## config.mk

```make
export PLATFORM = sky130hd
export DESIGN_NAME = sprite_frame_writer
export DESIGN_NICKNAME = d
export VERILOG_FILES = /design/src/rtl/sprite_frame_writer.sv
export SDC_FILE = /design/constraint.sdc
export NUM_CORES = 1
export LEC_CHECK = 0
export CAP_MARGIN = 20
export CORE_ASPECT_RATIO = 0.7
export CORE_MARGIN = 2
export CORE_UTILIZATION = 40
export DETAILED_ROUTE_END_ITERATION = 6
export GPL_TIMING_DRIVEN = 0
export SYNTH_ARGS = -nofsm -noshare
export SYNTH_HDL_FRONTEND = slang
export SYNTH_SLANG_ARGS = --single-unit
```

## constraint.sdc

```tcl
create_clock -name Clk -period 2.7 [get_ports Clk]
set_input_delay 0.54 -clock Clk [delete_from_list [all_inputs] [get_ports Clk]]
set_output_delay 0.54 -clock Clk [all_outputs]
set_load 0.005 [all_outputs]
```

## src/rtl/sprite_frame_writer.sv

```systemverilog
// Write side of the sprite/frame RAM: streams 2-bit pixels into a rectangle
// at base_addr with row pitch stride, driving the RAM write port from registers.
// Latency: pixel accepted in cycle N is written in cycle N+1. Backpressure: in_ready = busy (RUN state).
//
// Ports:
//   Clk, Reset                 clock, asynchronous active-high reset
//   start                      1-cycle pulse, latches the rectangle (ignored unless idle)
//   base_addr, stride          top-left address and row pitch
//   rect_w, rect_h             rectangle size in pixels / rows
//   in_data, in_valid/in_ready pixel stream (valid/ready handshake)
//   we, write_address, data_In RAM write port (registered)
//   busy, done, oob            status: running, end-of-rectangle pulse, sticky out-of-bounds
//
// Build option: define TRANSPARENT_SKIP_EN to treat pixel value 0 as transparent
// (consumed and counted, but never written).

module sprite_frame_writer #(
    parameter int ADDR_W = 16,
    parameter int DATA_W = 2,
    parameter int DEPTH  = 36001,
    parameter int DIM_W  = 9
) (
    input  logic              Clk,
    input  logic              Reset,
    input  logic              start,
    input  logic [ADDR_W-1:0] base_addr,
    input  logic [ADDR_W-1:0] stride,
    input  logic [DIM_W-1:0]  rect_w,
    input  logic [DIM_W-1:0]  rect_h,
    input  logic [DATA_W-1:0] in_data,
    input  logic              in_valid,
    output logic              in_ready,
    output logic              we,
    output logic [ADDR_W-1:0] write_address,
    output logic [DATA_W-1:0] data_In,
    output logic              busy,
    output logic              done,
    output logic              oob
);

    // One extra bit so DEPTH itself (which may equal 2^ADDR_W) is representable.
    localparam logic [ADDR_W:0] DEPTH_L = (ADDR_W+1)'(DEPTH);

    typedef enum logic [1:0] {
        S_IDLE = 2'd0,
        S_RUN  = 2'd1,
        S_DONE = 2'd2
    } state_t;

    state_t            state;
    state_t            state_nxt;

    logic [ADDR_W-1:0] stride_q;
    logic [ADDR_W-1:0] row_base;
    logic [DIM_W-1:0]  w_q;
    logic [DIM_W-1:0]  h_q;
    logic [DIM_W-1:0]  col;
    logic [DIM_W-1:0]  row;

    logic              accept;
    logic              last_col;
    logic              last_row;
    logic              in_bounds;
    logic              skip_pix;
    logic [ADDR_W-1:0] addr;

    assign in_ready = (state == S_RUN);
    assign busy     = (state == S_RUN);
    assign done     = (state == S_DONE);
    assign accept   = in_valid & in_ready;

    // Address arithmetic wraps modulo 2^ADDR_W by construction.
    assign addr      = row_base + ADDR_W'(col);
    assign last_col  = (col == w_q - 1'b1);
    assign last_row  = (row == h_q - 1'b1);
    assign in_bounds = ({1'b0, addr} < DEPTH_L);

`ifdef TRANSPARENT_SKIP_EN
    assign skip_pix = (in_data == '0);
`else
    assign skip_pix = 1'b0;
`endif

    always_comb begin
        state_nxt = state;
        unique case (state)
            S_IDLE: begin
                if (start) begin
                    // Empty rectangle finishes without ever opening the stream.
                    state_nxt = ((rect_w != '0) && (rect_h != '0)) ? S_RUN : S_DONE;
                end
            end
            S_RUN: begin
                if (accept && last_col && last_row) begin
                    state_nxt = S_DONE;
                end
            end
            S_DONE:  state_nxt = S_IDLE;
            default: state_nxt = S_IDLE;
        endcase
    end

    always_ff @(posedge Clk or posedge Reset) begin
        if (Reset) begin
            state         <= S_IDLE;
            we            <= 1'b0;
            write_address <= '0;
            data_In       <= '0;
            oob           <= 1'b0;
            stride_q      <= '0;
            row_base      <= '0;
            w_q           <= '0;
            h_q           <= '0;
            col           <= '0;
            row           <= '0;
        end else begin
            state <= state_nxt;

            // Suppressed pixels (out of bounds or transparent) still advance
            // the counters below; only the write strobe is withheld.
            we <= accept & in_bounds & ~skip_pix;
            if (accept) begin
                write_address <= addr;
                data_In       <= in_data;
            end

            if ((state == S_IDLE) && start) begin
                stride_q <= stride;
                w_q      <= rect_w;
                h_q      <= rect_h;
                row_base <= base_addr;
                col      <= '0;
                row      <= '0;
                oob      <= 1'b0;
            end else if (accept) begin
                if (!in_bounds) begin
                    oob <= 1'b1;
                end
                if (last_col) begin
                    col      <= '0;
                    row      <= row + 1'b1;
                    row_base <= row_base + stride_q;
                end else begin
                    col <= col + 1'b1;
                end
            end
        end
    end

endmodule

```

* Yosys cells after proc, flatten, opt, wreduce, memory -nomap -nowiden
Index checks and enable logic that the tools add are counted.
** Operators by class
- Add/sub/neg operators :: 6
- $lt $le $gt $ge :: 1
- Equality and inequality tests :: 7
- Multiplexer cells :: 16
- Bitwise operators :: 2
- Reductions and logical operators :: 12
** Operator list (count)
- $mux 9 :: 6
- $mux 16 :: 3
- $add 9x1->9 const B :: 2
- $eq 9x9->1 :: 2
- $reduce_bool 9->1 :: 2
- $sub 9x1->9 const B :: 2
- $add 16x16->16 :: 1
- $add 16x9->16 :: 1
- $lt 16x16->1 const B :: 1
- $mux 2 :: 3
- $reduce_and 2->1 :: 3
- $logic_and 1x1->1 :: 4
- $ne 2x1->1 const B :: 2
- $pmux 2 s2 :: 1
- $reduce_bool 2->1 :: 2
- $mux 1 :: 3
- $and 1x1->1 :: 2
- $eq 2x1->1 const B :: 1
- $eq 2x2->1 const B :: 1
- $logic_not 2->1 :: 1
- $ne 2x2->1 const B :: 1
** Storage, ports and cells
- Flip-flop bits (word level) :: 90

* Longest topological paths before layout
- Depth in word-level cells :: 6
- Gate-level depth with buffers :: 11
- Mapped depth without buffers :: 11

* Worst setup path before layout
No wires, ideal clock.
- Kind :: register to register
- Start point :: register col[0]
- End point :: register oob
- Library setup time :: 0.121 ns
- Data arrival time :: 2.535 ns
- Required time :: 2.579 ns
- Setup slack :: 0.044 ns
- Stages on the path, launching flop included :: 11
- Path buffers :: 0
- Path through :: dfrtp_1 ha_1 fa_1 a21o_1 a211o_1 a221o_1 a21oi_1 o21ai_0 o211ai_1 a31oi_1 a22o_1
** Between the ends
- Cells in the longest elaborated chain, start to end :: 4
** Ends and longest elaborated chain
- start, declared :: line 57 : logic [DIM_W-1:0] col;
- start signal, assigned :: line 144 : col <= col + 1'b1;
- $add 16x9->16 :: line 73 : assign addr = row_base + ADDR_W'(col);
- $lt 16x16->1 :: line 76 : assign in_bounds = ({1'b0, addr} < DEPTH_L);
- $ne 2x1->1 (no source line)
- $reduce_and 2->1 (no source line)
- end signal, assigned :: line 109 : oob <= 1'b0;
- end signal, assigned :: line 134 : oob <= 1'b0;
- end signal, assigned :: line 137 : oob <= 1'b1;
- end, declared :: line 38 : output logic oob
Every way passes these cells.
A chain may end at the register's enable or synchronous reset.

* Final worst setup path
- Start point :: register row_base[0]
- End point :: register oob
** Between the ends
- Cells in the longest elaborated chain, start to end :: 4
** Ends and longest elaborated chain
- start, declared :: line 54 : logic [ADDR_W-1:0] row_base;
- start signal, assigned :: line 131 : row_base <= base_addr;
- start signal, assigned :: line 142 : row_base <= row_base + stride_q;
- $add 16x9->16 :: line 73
- $lt 16x16->1 :: line 76
- $ne 2x1->1 (no source line)
- $reduce_and 2->1 (no source line)
Every way passes these cells.

==> flow_metrics.tcl <==
set metrics [dict create \
    drtAntennaViolNets 0 \
    crit_chain "ha_4, fa_2, a21o_1, a211o_1, a221o_1, a21oi_2, o21ai_1, o211ai_1, a31oi_2, a22o_1" \
    num_vias 5171 \
    route.detailed.drc 0 \
    ys_warn_count 0 \
    violations "negative setup slack" \
    final_common_cell "nand2_1" \
    max-vdd-ir-drop_mv 0.4230 \
    post-place-ws_ns -0.3172 \
    maxCapViolations 0 \
    syn_nets 753 \
    crit_required_ns 2.94 \
    cp-end-kind "flip-flop" \
    crit_fanout 3 \
    crit_slowest_cell "dfrtp_2" \
    synthFlopType "dfrtp_1" \
    synth-edff-count 0 \
    synthCells 667 \
    portBuffers 78 \
    finalSetupViolCount 2 \
    hpwl_mm 11.73 \
    ioPinCount 79 \
    wl_per_cell_um 16.53 \
    grt.total_usage_pct 21.42 \
    grt_max_degree 36 \
    worst_pin_slew_ns 0.7529 \
    holdPathStages 2 \
    rr_endpoint "oob" \
    final_cell_mix "156 x nand2_1, 86 x dfrtp_1, 78 x clkdlybuf4s50_1" \
    nNetsFinal 854 \
    clk_latency_ns 0.35 \
    syn_to_final_growth_pct 31.77 \
    avgViaCountPerCell 5.370 \
    fin_util_pct 53.66 \
    fin_skew_ns 0.008058 \
    cp.arrival_ns 2.96 \
    antenna_cells 0 \
    h-tree-depth 3 \
    root_buffer "clkbuf_16" \
    critPathKind "flip-flop to flip-flop" \
    initial_utilization_pct 40.73 \
    relSlewSlack_pct 49.10 \
    status "finished, violations left" \
    drive_above_1_share_pct 12.16 \
    period_share_pct 101.0 \
    worst_slack_ns -0.02699 \
    clk_pin_slew_worst_paths_ns 0.07 \
    grt_pass1_vias 4999 \
    max_freq_ghz 0.3667 \
    crit_path_start_kind "flip-flop" \
    rr_worst_depth 10 \
    cts_buffer_depth 2 \
    place_congestion 0.8532 \
    grt_antenna_before_repair 0 \
    async_flop_share_pct 100.0 \
    syn_avg_cell_area_um2 8.443 \
    rr_startpoint "row_base[0]" \
    drv_slew 0 \
    cts_tree "yes" \
    design.die.area_um2 15060 \
    ys_types 67 \
    fp.coreArea_um2 13830 \
    power.density_nw_per_um2 1137 \
    hold_start "write_address[0]" \
    hold_path.class "flip-flop to flip-flop" \
    worstHoldEndpoint "write_address[0]" \
    grt_pass1_wl_mm 25.48 \
    cts.sinks 90 \
    die_w_um 145.8 \
    ys_ff_latch 90 \
    p_leak_nw 3.211 \
    ff2ff_setup_slack_ns -0.03 \
    hold_viol_final 0 \
    wl_mm 15.92 \
    syn_area_um2 5632 \
    cts_hold_buf 0 \
    grt_overflow_total 0 \
    rows 36 \
    cpPeakStageDelay_ns 0.45 \
    first_iter_violations 322 \
    period_minus_slack_ns 2.727 \
    cts_made_buffers 9 \
    die_h_um 103.3 \
    first_pass_iters 6 \
    ys_seq_area_share_pct 39.99 \
    rsz0062_at_grt "yes" \
]
## kinds of logic after synthesis
family | Yosys count | share of synthesized area [%]
buffers and inverters | 54 | 3.688
DFF | 90 | 39.99
and+or+nand+nor | 285 | 23.57
adders and majority gates | 31 | 7.110
muxes | 4 | 0.7332
AOI/OAI and AO/OA | 157 | 17.75
xor gates and xnor gates | 46 | 7.154
## sequential cells by signal (all words and copies together), names as in the netlist
register / cells
write_address: 16
we: 1
data_In: 2
state: 2
col: 9
oob: 1
w_q: 9
stride_q: 16
h_q: 9
row_base: 16
row: 9
## final cells by class
type	instances	area, µm²
clock inverters	6	66.31
clock buffers	10	239.0
repair buffers	93	922.1
multi-input cells	523	3476
inverters	28	108.9
plain buffers	23	113.9
well taps	190	237.7
fillers	1279	6407
flip-flops and latches	90	2257
## critical path: cells and delay by family, from the launching register on
kind | cells | cell delay [ns]
flip-flops | 1 | 0.45
AO/OA/AOI/OAI | 8 | 1.62
adder cells (fa/ha/maj) | 2 | 0.55
## per-stage QoR
| stage | std cells | hold WS, ns | instance area (µm²) | setup TNS, ns | power, mW |
|---|---|---|---|---|---|
| 4_1_cts | 958 | 0.4777 | 7138 | -0.09838 | 7.920 |
| 6_report | 963 | 0.4700 | 7421 | -0.04788 | 8.439 |
| 3_3_place_gp | 935 | 0.4567 | 6654 | -2.221 | 6.207 |
| 5_1_grt | 963 | 0.5094 | 7421 | -0.3138 | 9.105 |
| 3_5_place_dp | 937 | 0.4615 | 6694 | -4.814 | 6.377 |
| 2_1_floorplan | 667 | 0.4523 | 5635 | 0 | 5.209 |
## synthesized netlist by cell type, types with 7 or more instances
master | instances | area [µm²]
nand2_1 | 156 | 585.6
dfrtp_1 | 90 | 2252
o21ai_0 | 54 | 270.3
nor2_1 | 36 | 135.1
a21oi_1 | 32 | 160.2
ha_1 | 28 | 350.3
inv_1 | 28 | 105.1
xnor2_1 | 26 | 227.7
clkbuf_1 | 20 | 75.07
xor2_1 | 20 | 175.2
nand3_1 | 19 | 95.09
nor2b_1 | 11 | 68.82
a31oi_1 | 9 | 56.30
nand4_1 | 8 | 50.05
o31ai_1 | 8 | 60.06
or3_1 | 8 | 50.05
nor3_1 | 7 | 35.03
o22ai_1 | 7 | 43.79
## worst max-delay path by stage
stage	cells past startpoint	start	to
after floorplan	10	col[0]	oob
after global placement	10	col[0]	oob
after detailed placement	10	col[0]	oob
after CTS	10	col[0]	oob
after global routing	10	col[2]	we
final	10	row_base[0]	oob
## report_power, final
group / switching, mW / internal, mW
combinational: 2.38 / 2.24
clock: 0.556 / 0.743
sequential: 0.638 / 1.88
total: 3.57 / 4.86
## timing repair
action,4_1_cts,5_1_grt
buffers inserted,7,6
setup endpoints to repair,32,32
pin swaps,11,16
gates resized for setup,26,47
## per-layer routing
metal | track usage, % | vias up | wire length, µm
met5 | 0 | - | 0
met4 | 6.410 | 0 | 262
met3 | 3.553 | 21 | 812
met2 | 33.78 | 139 | 7112
met1 | 30.65 | 2470 | 7728
li1 | - | 2541 | -
Power figures use the tool's default switching activity.
